`src/rtl/jstk_spi_responder_if.sv`:
```
`default_nettype none
// +------------------------------------------------------------------+
// | Module   : jstk_spi_responder_if                                 |
// | Brief    : SPI mode-0 bus between a host (master) and the        |
// |            PmodJSTK emulating responder (slave).                 |
// | Revision : 1.0  initial release                                  |
// +------------------------------------------------------------------+
interface jstk_spi_responder_if;
  logic ss;    // slave select, active low
  logic sclk;  // host clock, idle low
  logic mosi;  // host -> responder, MSB first
  logic miso;  // responder -> host, MSB first

  modport master (output ss, output sclk, output mosi, input miso);
  modport slave  (input ss, input sclk, input mosi, output miso);
endinterface
`default_nettype wire

```
`src/rtl/jstk_spi_responder.sv`:
```
`default_nettype none
// +------------------------------------------------------------------+
// | Module   : jstk_spi_responder                                    |
// | Brief    : Emulates a Digilent PmodJSTK on SPI mode 0. Each ss   |
// |            window snapshots the joystick inputs into a 5-byte    |
// |            frame shifted out on miso while the host byte stream  |
// |            is captured; the first host byte is reported as       |
// |            cmd_byte once all 40 bits have arrived.               |
// | Options  : define JSTK_LED_CMD_EN to decode LED commands         |
// |            (cmd_byte = 8'b100000_LL) into led_state.             |
// | Revision : 1.0  initial release                                  |
// +------------------------------------------------------------------+
module jstk_spi_responder #(
  parameter int SYNC_STAGES = 2
) (
  input  logic                  clk,
  input  logic                  reset,
  jstk_spi_responder_if.slave   spi,
  input  logic [9:0]            jst_x,
  input  logic [9:0]            jst_y,
  input  logic [2:0]            jst_btn,
  output logic [1:0]            led_state,
  output logic                  frame_done,
  output logic                  frame_abort,
  output logic [7:0]            cmd_byte
);

  // Synchronizer depth clamped to the supported 2..3 range.
  localparam int STAGES = (SYNC_STAGES < 2) ? 2 : ((SYNC_STAGES > 3) ? 3 : SYNC_STAGES);

  localparam logic [1:0] ST_IDLE  = 2'd0;
  localparam logic [1:0] ST_SHIFT = 2'd1;
  localparam logic [1:0] ST_HOLD  = 2'd2;

  localparam logic [2:0] LAST_BIT  = 3'd7;
  localparam logic [2:0] LAST_BYTE = 3'd4;

  logic [STAGES-1:0] ss_sync;
  logic [STAGES-1:0] sclk_sync;
  logic [STAGES-1:0] mosi_sync;
  logic              ss_prev;
  logic              sclk_prev;

  logic              ss_s;
  logic              sclk_s;
  logic              mosi_s;
  logic              ss_fall;
  logic              ss_rise;
  logic              sclk_rise;
  logic              sclk_fall;

  logic [1:0]        state;
  logic [1:0]        next_state;

  logic [2:0]        bit_cnt;
  logic [2:0]        byte_cnt;
  logic [39:0]       tx_shift;
  logic [7:0]        rx_shift;
  logic [7:0]        first_byte;

  logic              start_frame;
  logic              rx_sample;
  logic              tx_advance;
  logic              frame_end;
  logic              abort_evt;
  logic              miso_out;

  // Synchronizers reset to 0 so that an ss already low at reset release
  // never looks like a fresh falling edge.
  always_ff @(posedge clk or negedge reset) begin
    if (!reset) begin
      ss_sync   <= '0;
      sclk_sync <= '0;
      mosi_sync <= '0;
      ss_prev   <= 1'b0;
      sclk_prev <= 1'b0;
    end else begin
      ss_sync   <= {ss_sync[STAGES-2:0], spi.ss};
      sclk_sync <= {sclk_sync[STAGES-2:0], spi.sclk};
      mosi_sync <= {mosi_sync[STAGES-2:0], spi.mosi};
      ss_prev   <= ss_sync[STAGES-1];
      sclk_prev <= sclk_sync[STAGES-1];
    end
  end

  assign ss_s      = ss_sync[STAGES-1];
  assign sclk_s    = sclk_sync[STAGES-1];
  assign mosi_s    = mosi_sync[STAGES-1];
  assign ss_fall   = ss_prev & ~ss_s;
  assign ss_rise   = ~ss_prev & ss_s;
  assign sclk_rise = ~sclk_prev & sclk_s;
  assign sclk_fall = sclk_prev & ~sclk_s;

  // State register.
  always_ff @(posedge clk or negedge reset) begin
    if (!reset) begin
      state <= ST_IDLE;
    end else begin
      state <= next_state;
    end
  end

  // Next-state logic; an ss edge always wins over a coincident sclk edge.
  always_comb begin
    next_state = state;
    case (state)
      ST_IDLE: begin
        if (ss_fall) next_state = ST_SHIFT;
      end
      ST_SHIFT: begin
        if (ss_rise)        next_state = ST_IDLE;
        else if (frame_end) next_state = ST_HOLD;
      end
      ST_HOLD: begin
        if (ss_rise) next_state = ST_IDLE;
      end
      default: next_state = ST_IDLE;
    endcase
  end

  // Output/event decode: datapath strobes and the miso bit.
  always_comb begin
    start_frame = 1'b0;
    rx_sample   = 1'b0;
    tx_advance  = 1'b0;
    frame_end   = 1'b0;
    abort_evt   = 1'b0;
    miso_out    = 1'b0;
    case (state)
      ST_IDLE: begin
        start_frame = ss_fall;
      end
      ST_SHIFT: begin
        miso_out   = tx_shift[39];
        abort_evt  = ss_rise;
        rx_sample  = sclk_rise & ~ss_rise;
        tx_advance = sclk_fall & ~ss_rise;
        frame_end  = rx_sample & (bit_cnt == LAST_BIT) & (byte_cnt == LAST_BYTE);
      end
      default: begin
        miso_out = 1'b0;
      end
    endcase
  end

  assign spi.miso = miso_out;

  // Transmit frame: snapshot at frame start, shift MSB-first on sclk falls.
  always_ff @(posedge clk or negedge reset) begin
    if (!reset) begin
      tx_shift <= '0;
    end else if (start_frame) begin
      tx_shift <= {jst_x[7:0], 6'b0, jst_x[9:8],
                   jst_y[7:0], 6'b0, jst_y[9:8],
                   5'b0, jst_btn};
    end else if (tx_advance) begin
      tx_shift <= {tx_shift[38:0], 1'b0};
    end
  end

  // Receive path: bit/byte counters and capture of the first host byte.
  always_ff @(posedge clk or negedge reset) begin
    if (!reset) begin
      bit_cnt    <= '0;
      byte_cnt   <= '0;
      rx_shift   <= '0;
      first_byte <= '0;
    end else if (start_frame) begin
      bit_cnt  <= '0;
      byte_cnt <= '0;
      rx_shift <= '0;
    end else if (rx_sample) begin
      rx_shift <= {rx_shift[6:0], mosi_s};
      bit_cnt  <= bit_cnt + 3'd1;
      if (bit_cnt == LAST_BIT) begin
        byte_cnt <= byte_cnt + 3'd1;
        if (byte_cnt == 3'd0) begin
          first_byte <= {rx_shift[6:0], mosi_s};
        end
      end
    end
  end

  // Frame results: cmd_byte only updates on a complete frame; pulses are single-cycle.
  always_ff @(posedge clk or negedge reset) begin
    if (!reset) begin
      cmd_byte    <= 8'h00;
      frame_done  <= 1'b0;
      frame_abort <= 1'b0;
    end else begin
      frame_done  <= frame_end;
      frame_abort <= abort_evt;
      if (frame_end) begin
        cmd_byte <= first_byte;
      end
    end
  end

`ifdef JSTK_LED_CMD_EN
  // LED command decode: 8'b100000_LL sets the LED bits, anything else holds.
  always_ff @(posedge clk or negedge reset) begin
    if (!reset) begin
      led_state <= 2'b00;
    end else if (frame_end && (first_byte[7:2] == 6'b100000)) begin
      led_state <= first_byte[1:0];
    end
  end
`else
  assign led_state = 2'b00;
`endif

endmodule
`default_nettype wire
```
`src/flat_wrapper.sv`:
```
// flat-port wrapper written by rule: the top's interface ports become plain ports
module jstk_spi_responder_flat 
#(
  parameter int SYNC_STAGES = 2
)
  (clk, reset, jst_x, jst_y, jst_btn, led_state, frame_done, frame_abort, cmd_byte, spi_ss, spi_sclk, spi_mosi, spi_miso);
  jstk_spi_responder_if spi_i ();
  input  logic clk;
  input  logic reset;
  input  logic [9:0] jst_x;
  input  logic [9:0] jst_y;
  input  logic [2:0] jst_btn;
  output logic [1:0] led_state;
  output logic frame_done;
  output logic frame_abort;
  output logic [7:0] cmd_byte;
  input wire logic [$bits(spi_i.ss)-1:0] spi_ss;
  input wire logic [$bits(spi_i.sclk)-1:0] spi_sclk;
  input wire logic [$bits(spi_i.mosi)-1:0] spi_mosi;
  output wire logic [$bits(spi_i.miso)-1:0] spi_miso;
  assign spi_i.ss = spi_ss;
  assign spi_i.sclk = spi_sclk;
  assign spi_i.mosi = spi_mosi;
  assign spi_miso = spi_i.miso;
  jstk_spi_responder #(.SYNC_STAGES(SYNC_STAGES)) u_core (.clk(clk), .reset(reset), .spi(spi_i), .jst_x(jst_x), .jst_y(jst_y), .jst_btn(jst_btn), .led_state(led_state), .frame_done(frame_done), .frame_abort(frame_abort), .cmd_byte(cmd_byte));
endmodule
```
`config.mk`:
```
export PLATFORM = sky130hd
export DESIGN_NAME = jstk_spi_responder_flat
export DESIGN_NICKNAME = d
export VERILOG_FILES = /design/src/rtl/jstk_spi_responder_if.sv /design/src/rtl/jstk_spi_responder.sv /design/src/flat_wrapper.sv
export SDC_FILE = /design/constraint.sdc
export NUM_CORES = 1
export LEC_CHECK = 0
export CORE_UTILIZATION = 60
export CTS_BUF_LIST = sky130_fd_sc_hd__clkbuf_4
export CTS_CLUSTER_SIZE = 10
export DETAILED_ROUTE_END_ITERATION = 7
export PLACE_DENSITY = 0.95
export SETUP_SLACK_MARGIN = 0.15
export SYNTH_ARGS = -nofsm -noshare
export SYNTH_HDL_FRONTEND = slang
export SYNTH_SLANG_ARGS = --single-unit
```
`constraint.sdc`:
```
create_clock -name clk -period 3.85 [get_ports clk]
set_input_delay 0.385 -clock clk [delete_from_list [all_inputs] [get_ports clk]]
set_output_delay 0.385 -clock clk [all_outputs]
set_load 0.05 [all_outputs]
```
==> results of run 1 <==
-- power by group through the flow --
| stage | combinational, µW | clock (µW) | sequential (µW) |
|---|---|---|---|
| global placement | 236 | 0 | 1030 |
| finish | 258 | 681 | 1030 |
| floorplan | 167 | 0 | 1020 |
| detailed placement | 253 | 0 | 1040 |
| CTS | 260 | 683 | 1030 |
| global route | 287 | 718 | 1040 |
-- cell usage after synthesis --
| cell type | instances | share of area (%) |
|---|---|---|
| dfrtp_1 | 81 | 61 |
| xnor2_1 | 1 | 0.26 |
| nand3_1 | 41 | 6.2 |
| nor2b_1 | 1 | 0.19 |
| nand2b_4 | 1 | 0.41 |
| and2b_4 | 1 | 0.30 |
| buf_6 | 1 | 0.34 |
| mux2_2 | 9 | 3.0 |
| inv_1 | 2 | 0.23 |
| mux2i_1 | 2 | 0.60 |
| mux2_1 | 7 | 2.4 |
| buf_1 | 2 | 0.23 |
| nand3_2 | 1 | 0.30 |
| and2_1 | 1 | 0.19 |
| buf_2 | 7 | 1.1 |
| ha_1 | 4 | 1.5 |
| clkbuf_1 | 8 | 0.90 |
| nand4b_1 | 2 | 0.53 |
| o21ai_0 | 1 | 0.15 |
| nor4b_2 | 3 | 1.4 |
| and3_1 | 1 | 0.19 |
| nor3_4 | 1 | 0.49 |
| nor2_1 | 9 | 1.0 |
| nand2_1 | 96 | 11 |
| nand2b_1 | 1 | 0.19 |
| o31ai_1 | 1 | 0.23 |
| a21oi_1 | 32 | 4.8 |
| buf_4 | 2 | 0.45 |
| conb_1 | 1 | 0.11 |
| o221a_2 | 1 | 0.34 |
| nand3b_1 | 2 | 0.45 |
-- metrics by stage --
| step | util, % | power, µW | std cells |
|---|---|---|---|
| global route | 75.3 | 2050 | 431 |
| global placement | 71.5 | 1270 | 415 |
| finish | 75.3 | 1970 | 431 |
| detailed placement | 71.5 | 1290 | 415 |
| CTS | 75.3 | 1970 | 431 |
| floorplan | - | 1190 | 324 |
-- flip-flops by register name, summed over array words and instances (netlist names) --
| register | cells |
|---|---|
| u_core.bit_cnt | 3 |
| u_core.byte_cnt | 3 |
| u_core.cmd_byte | 8 |
| u_core.first_byte | 8 |
| u_core.frame_abort | 1 |
| u_core.frame_done | 1 |
| u_core.mosi_sync | 2 |
| u_core.rx_shift | 7 |
| u_core.sclk_prev | 1 |
| u_core.sclk_sync | 2 |
| u_core.ss_prev | 1 |
| u_core.ss_sync | 2 |
| u_core.state | 2 |
| u_core.tx_shift | 40 |
-- cell families after synthesis --
kind of cell	after synthesis	share of synthesized area (%)
fa+ha+maj	4	1.50
mux	18	6.01
other cells	1	0.113
flops	81	60.8
xor+xnor	1	0.263
buf+inv	22	3.19
compound gates	35	5.52
simple gates	161	22.6
-- layer usage --
layer,routed length [µm],share of wire [%]
met5,0,0
met4,203,2.9
met3,312,4.5
met2,3620,52
met1,2820,41
-- final cells by class --
cell class | count | area share (%)
clock inverter | 7 | 3.36
multi-input combinational | 221 | 30.9
sequential | 81 | 51.4
tap | 70 | 2.22
clock buffer | 9 | 1.71
inverter | 2 | 0.190
timing repair buffer | 41 | 10.2
-- path summary, 6_finish.rpt --
path	end	depth (start not counted)	slack, ns
worst min register to register	u_core.mosi_sync[1]	0	0.36
worst max register to register	u_core.tx_shift[23]	4	1.71
worst min-delay path	u_core.first_byte[7]	1	0.11
worst max-delay path	spi_miso	3	1.31
max in group asynchronous	u_core.sclk_prev	1	3.14
min in group clk	u_core.mosi_sync[1]	0	0.36
==> reports/summary.md, run 1 <==
Outcome
* result of the run: finished clean

Global route
* grt met1 use: 33.8%
* initial antenna violation count: 0
* met2 track utilization from global routing: 43.4%
* largest net degree at the start of global routing: 82
* number of global-route vias before repair: 2506
* met3 track utilization from global routing: 5.99%
* total track usage: 26.9%
* global-route wire length before repair: 11900 µm
* most crowded layer after global routing: met2
* overflow left after global routing: 0

Clocking
* number of gates resized after CTS: 0
* CTS Sinks: 81
* number of buffers added for setup after CTS: 0
* Clk Tree Root Cell: clkbuf_4
* Clk pin slew, worst setup/hold paths: 0.13 ns
* count of hold buffers inserted by post-cts repair: 0
* clock insertion delay at the later pin of the skew report: 0.43 ns
* number of CTS-inserted buffers: 9
* CTS tree: done
* deepest clock path buffer count: 2
* H-tree level count: 3

Pwr
* Worst VDD drop: 0.368 mV
* power share of the sequential group: 52.4%
* fraction of power spent switching nets: 26.5%
* switching component of the power: 522 µW
* P_int: 1450 µW
* part of the total power dissipated in the clock network: 34.6%
* power per cell area: 500 nW/µm²
* leakage power: 0.00184 µW
* Comb pwr share: 13.1%

Setup path
* crit path from: u_core.state[0]
* launching element type of the critical path: register
* worst path cell trace: nor2b_1, and2_1, clkdlybuf4s50_1
* slowest cell delay on critical path: 0.80 ns
* origin of the critical flop-to-flop path: u_core.state[0]
* data required time at the worst endpoint: 3.46 ns
* crit-path max FO: 5
* family with the most delay on the worst path: buffers and inverters
* kind of end point of the critical path: primary output
* Critical Setup Path Class: reg2out
* CP arrival: 2.15 ns
* Crit path buffers/inverters: 1
* slowest stage cell, crit path: clkdlybuf4s50_1

Timing
* Hold Worst Slack: 0.107 ns
* number of hold violations in the final report: 0
* Max-slew headroom: 22.1%
* Final Critical Period: 2.54 ns
* Worst Slack Setup Final: 1.31 ns
* highest achievable clock rate: 394 MHz
* final slew viol count: 0
* post-route clock period utilization: 65.9%
* setup repair after global routing missed its margin: no
* final clock skew: 0.0138 ns
* final setup fails: 0
* total negative setup slack: 0 ns
* transition time at the pin with the least slew margin: 1.16 ns

Synthesis
* count of state elements after synthesis: 81
* number of standard cells after synthesis: 323
* Distinct cells, synth: 31
* synth warn: 0
* sequential-to-total area share from yosys stat: 60.8%
* synthesized area divided by synthesized cell count: 10.3 µm²
* summed instance area of the synthesized netlist: 3330 µm²

Placement
* DPL Wire Length: 4050 µm
* final weighted congestion of routability-driven global placement: 0.785
* # port buffers: 38
* worst slack after detailed placement: 1.76 ns
* Post-DP Area: 3740 µm²

Finish
* Area growth syn-to-layout: 18.3%
* NumNets Final: 388
* n_diodes: 0
* number of fill cells: 322
* Final Cell Area: 3940 µm²
* layout cell share with drive strength beyond 1: 9.70%
* register cell area after layout: 2030 µm²
* leading cell type in the layout, fill and taps excluded: nand2_1
* most used cells in the layout excluding fill and tap cells: nand2_1 (96), dfrtp_1 (81), nand3_1 (41), clkdlybuf4s50_1 (37), a21oi_1 (32)
* multi-input combinational cell area: 1220 µm²

Floorplan
* Die Wd: 76.5 µm
* Boundary Pins: 41
* Core Box Area: 5240 µm²
* Die Y: 76.5 µm
* overall die area: 5860 µm²
* initial standard-cell utilization of the core: 63.6%
* site row count: 26

Route
* count of TritonRoute iterations in the first routing pass: 5
* Final Routed Wirelength: 6960 µm
* wire length per cell: 16.1 µm
* Remaining DRCs: 0
* ANT nets after route: 0
* number of DRC violations after detailed-routing iteration 0: 267
* number of vias per cell after detailed routing: 5.83
* via count: 2511

Run
* number of violations of the max-capacitance limit: 0

Hold path
* HP Class: in2async

(Power assumes the default switching activity.)
==> run 2: changes to the inputs <==
Settings changed: CORE_UTILIZATION 60 to 52, PLACE_DENSITY 0.95 to 0.88.
Clock period 3.85 ns to 2.1 ns, I/O delays scaled along.
==> reports/summary.md, run 2 (synthesis results as in run 1) <==
Pwr
* fraction of power spent switching nets: 27.4%
* power per cell area: 842 nW/µm²
* part of the total power dissipated in the clock network: 30.1%
* Comb pwr share: 13.9%
* switching component of the power: 918 µW
* P_int: 2440 µW
* leakage power: 0.00185 µW
* Worst VDD drop: 0.659 mV
* power share of the sequential group: 55.9%
* total power draw: 3350 µW

Clocking
* Clk pin slew, worst setup/hold paths: 0.14 ns
* number of buffers added for setup after CTS: 0
* clock insertion delay at the later pin of the skew report: 0.42 ns
* CTS tree: done
* number of CTS-inserted buffers: 9
* Clk Tree Root Cell: clkbuf_4
* CTS Sinks: 81
* deepest clock path buffer count: 2
* H-tree level count: 3

Global route
* global-route wire length before repair: 10800 µm
* initial antenna violation count: 0
* overflow left after global routing: 0
* number of global-route vias before repair: 2332
* largest net degree at the start of global routing: 50
* total track usage: 21.4%

Finish
* final core utilization: 65.7%
* Area growth syn-to-layout: 19.5%
* layout cell share with drive strength beyond 1: 11.7%
* number of fill cells: 448
* Final Cell Area: 3980 µm²
* n_diodes: 0
* flip-flop count of the largest register after layout: 40
* registers with the highest flip-flop counts: u_core.tx_shift x40, u_core.cmd_byte x8, u_core.first_byte x8
* leading cell type in the layout, fill and taps excluded: nand2_1
* NumNets Final: 394
* Largest Register: u_core.tx_shift
* most used cells in the layout excluding fill and tap cells: nand2_1 (96), dfrtp_1 (81), nand3_1 (41), clkdlybuf4s50_1 (36), a21oi_1 (32)
* Final Non-Filler Cells: 442

Run
* number of violations of the max-capacitance limit: 0

Setup path
* crit-path max FO: 2
* family with the most delay on the worst path: buffers and inverters
* worst r2r path cells: 6
* Critical Setup Path Class: reg2out
* CP arrival: 1.62 ns
* slowest stage cell, crit path: clkdlybuf4s50_1
* launching element type of the critical path: register
* Levels on crit path: 1
* kind of end point of the critical path: primary output
* worst path cell trace: clkdlybuf4s50_1
* Crit path buffers/inverters: 1
* data required time at the worst endpoint: 1.89 ns
* slowest cell delay on critical path: 0.81 ns

Timing
* number of hold violations in the final report: 0
* transition time at the pin with the least slew margin: 0.579 ns
* final clock skew: 0.0234 ns
* Final Critical Period: 1.83 ns
* final slew viol count: 0
* final setup fails: 0
* total negative setup slack: 0 ns
* highest achievable clock rate: 547 MHz
* post-route clock period utilization: 87.0%
* Max-slew headroom: 61.4%
* setup repair after global routing missed its margin: no

Route
* ANT nets after route: 0
* number of vias per cell after detailed routing: 5.44
* via count: 2406
* number of DRC violations after detailed-routing iteration 0: 188
* Remaining DRCs: 0
* count of TritonRoute iterations in the first routing pass: 4
* Final Routed Wirelength: 6230 µm
* wire length per cell: 14.1 µm

Floorplan
* initial standard-cell utilization of the core: 55.0%
* Die Wd: 82.0 µm
* site row count: 28
* overall die area: 6730 µm²
* Boundary Pins: 41
* Die Y: 82.0 µm
* Core Box Area: 6060 µm²

Hold path
* HP Class: in2reg
* count of cells along the worst hold path: 1

Outcome
* result of the run: finished clean

Placement
* Post-DP Area: 3810 µm²
* final weighted congestion of routability-driven global placement: 0.781
* number of cells after detailed placement: 425
* # port buffers: 38
* DPL Wire Length: 4040 µm

[run 2: worst reg2reg max path: stages (launching register included)]
cell and delay [ns]:
dfrtp_1 0.38, ha_1 0.15, ha_1 0.13, nand3b_1 0.11, nor3_4 0.17, and3_2 0.38
mux2_1 0.38
[run 2: routing by layer]
| metal | up-vias | routed length [µm] | part of all wire [%] | track usage [%] |
|---|---|---|---|---|
| li1 | 1159 | - | - | - |
| met1 | 1182 | 2950 | 47 | 31.2 |
| met2 | 54 | 2950 | 47 | 31.3 |
| met3 | 11 | 218 | 3.5 | 2.78 |
| met4 | 0 | 115 | 1.8 | 11.2 |
| met5 | - | 0 | 0 | 0 |
[run 2: repair_timing]
action / in CTS / in global routing
hold buffers: 1 / 0
gates resized for setup: 1 / 0
endpoints found under the hold margin: 44 / 0
setup endpoints to repair: 2 / 0
[run 2: per-stage QoR]
stage / hold slack (ns) / setup slack [ns]
floorplan: -0.0856 / 0.371
global placement: 0.239 / 0.249
detailed placement: 0.244 / 0.175
CTS: 0.215 / 0.252
global route: 0.227 / 0.177
finish: 0.242 / 0.272
[run 2: cell type report]
cell class | count | area (µm²) | share of cell area (%)
inverters | 2 | 7.51 | 0.189
multi-input cells | 221 | 1220 | 30.7
clock buffers | 9 | 67.6 | 1.70
well taps | 75 | 93.8 | 2.36
clock inverters | 7 | 95.1 | 2.39
repair buffers | 47 | 470 | 11.8
flip-flops and latches | 81 | 2030 | 50.9
[run 2: worst paths after layout]
kind / to / start / slack (ns)
min in group asynchronous: u_core.tx_shift[13] / reset / 0.34
max reg2reg: u_core.cmd_byte[3] / u_core.bit_cnt[0] / 0.31
min: u_core.sclk_sync[0] / spi_sclk / 0.24
max in group asynchronous: u_core.tx_shift[17] / reset / 1.22
max: cmd_byte[2] / u_core.cmd_byte[2] / 0.27
min reg2reg: u_core.sclk_sync[1] / u_core.sclk_sync[0] / 0.36
[run 2: power by group through the flow]
stage	Sequential, µW	Clock (µW)	Combinational (µW)
after floorplan	1870	0	305
after global placement	1890	0	447
after detailed placement	1900	0	468
after CTS	1870	1020	474
after global routing	1900	1080	534
final	1870	1010	468
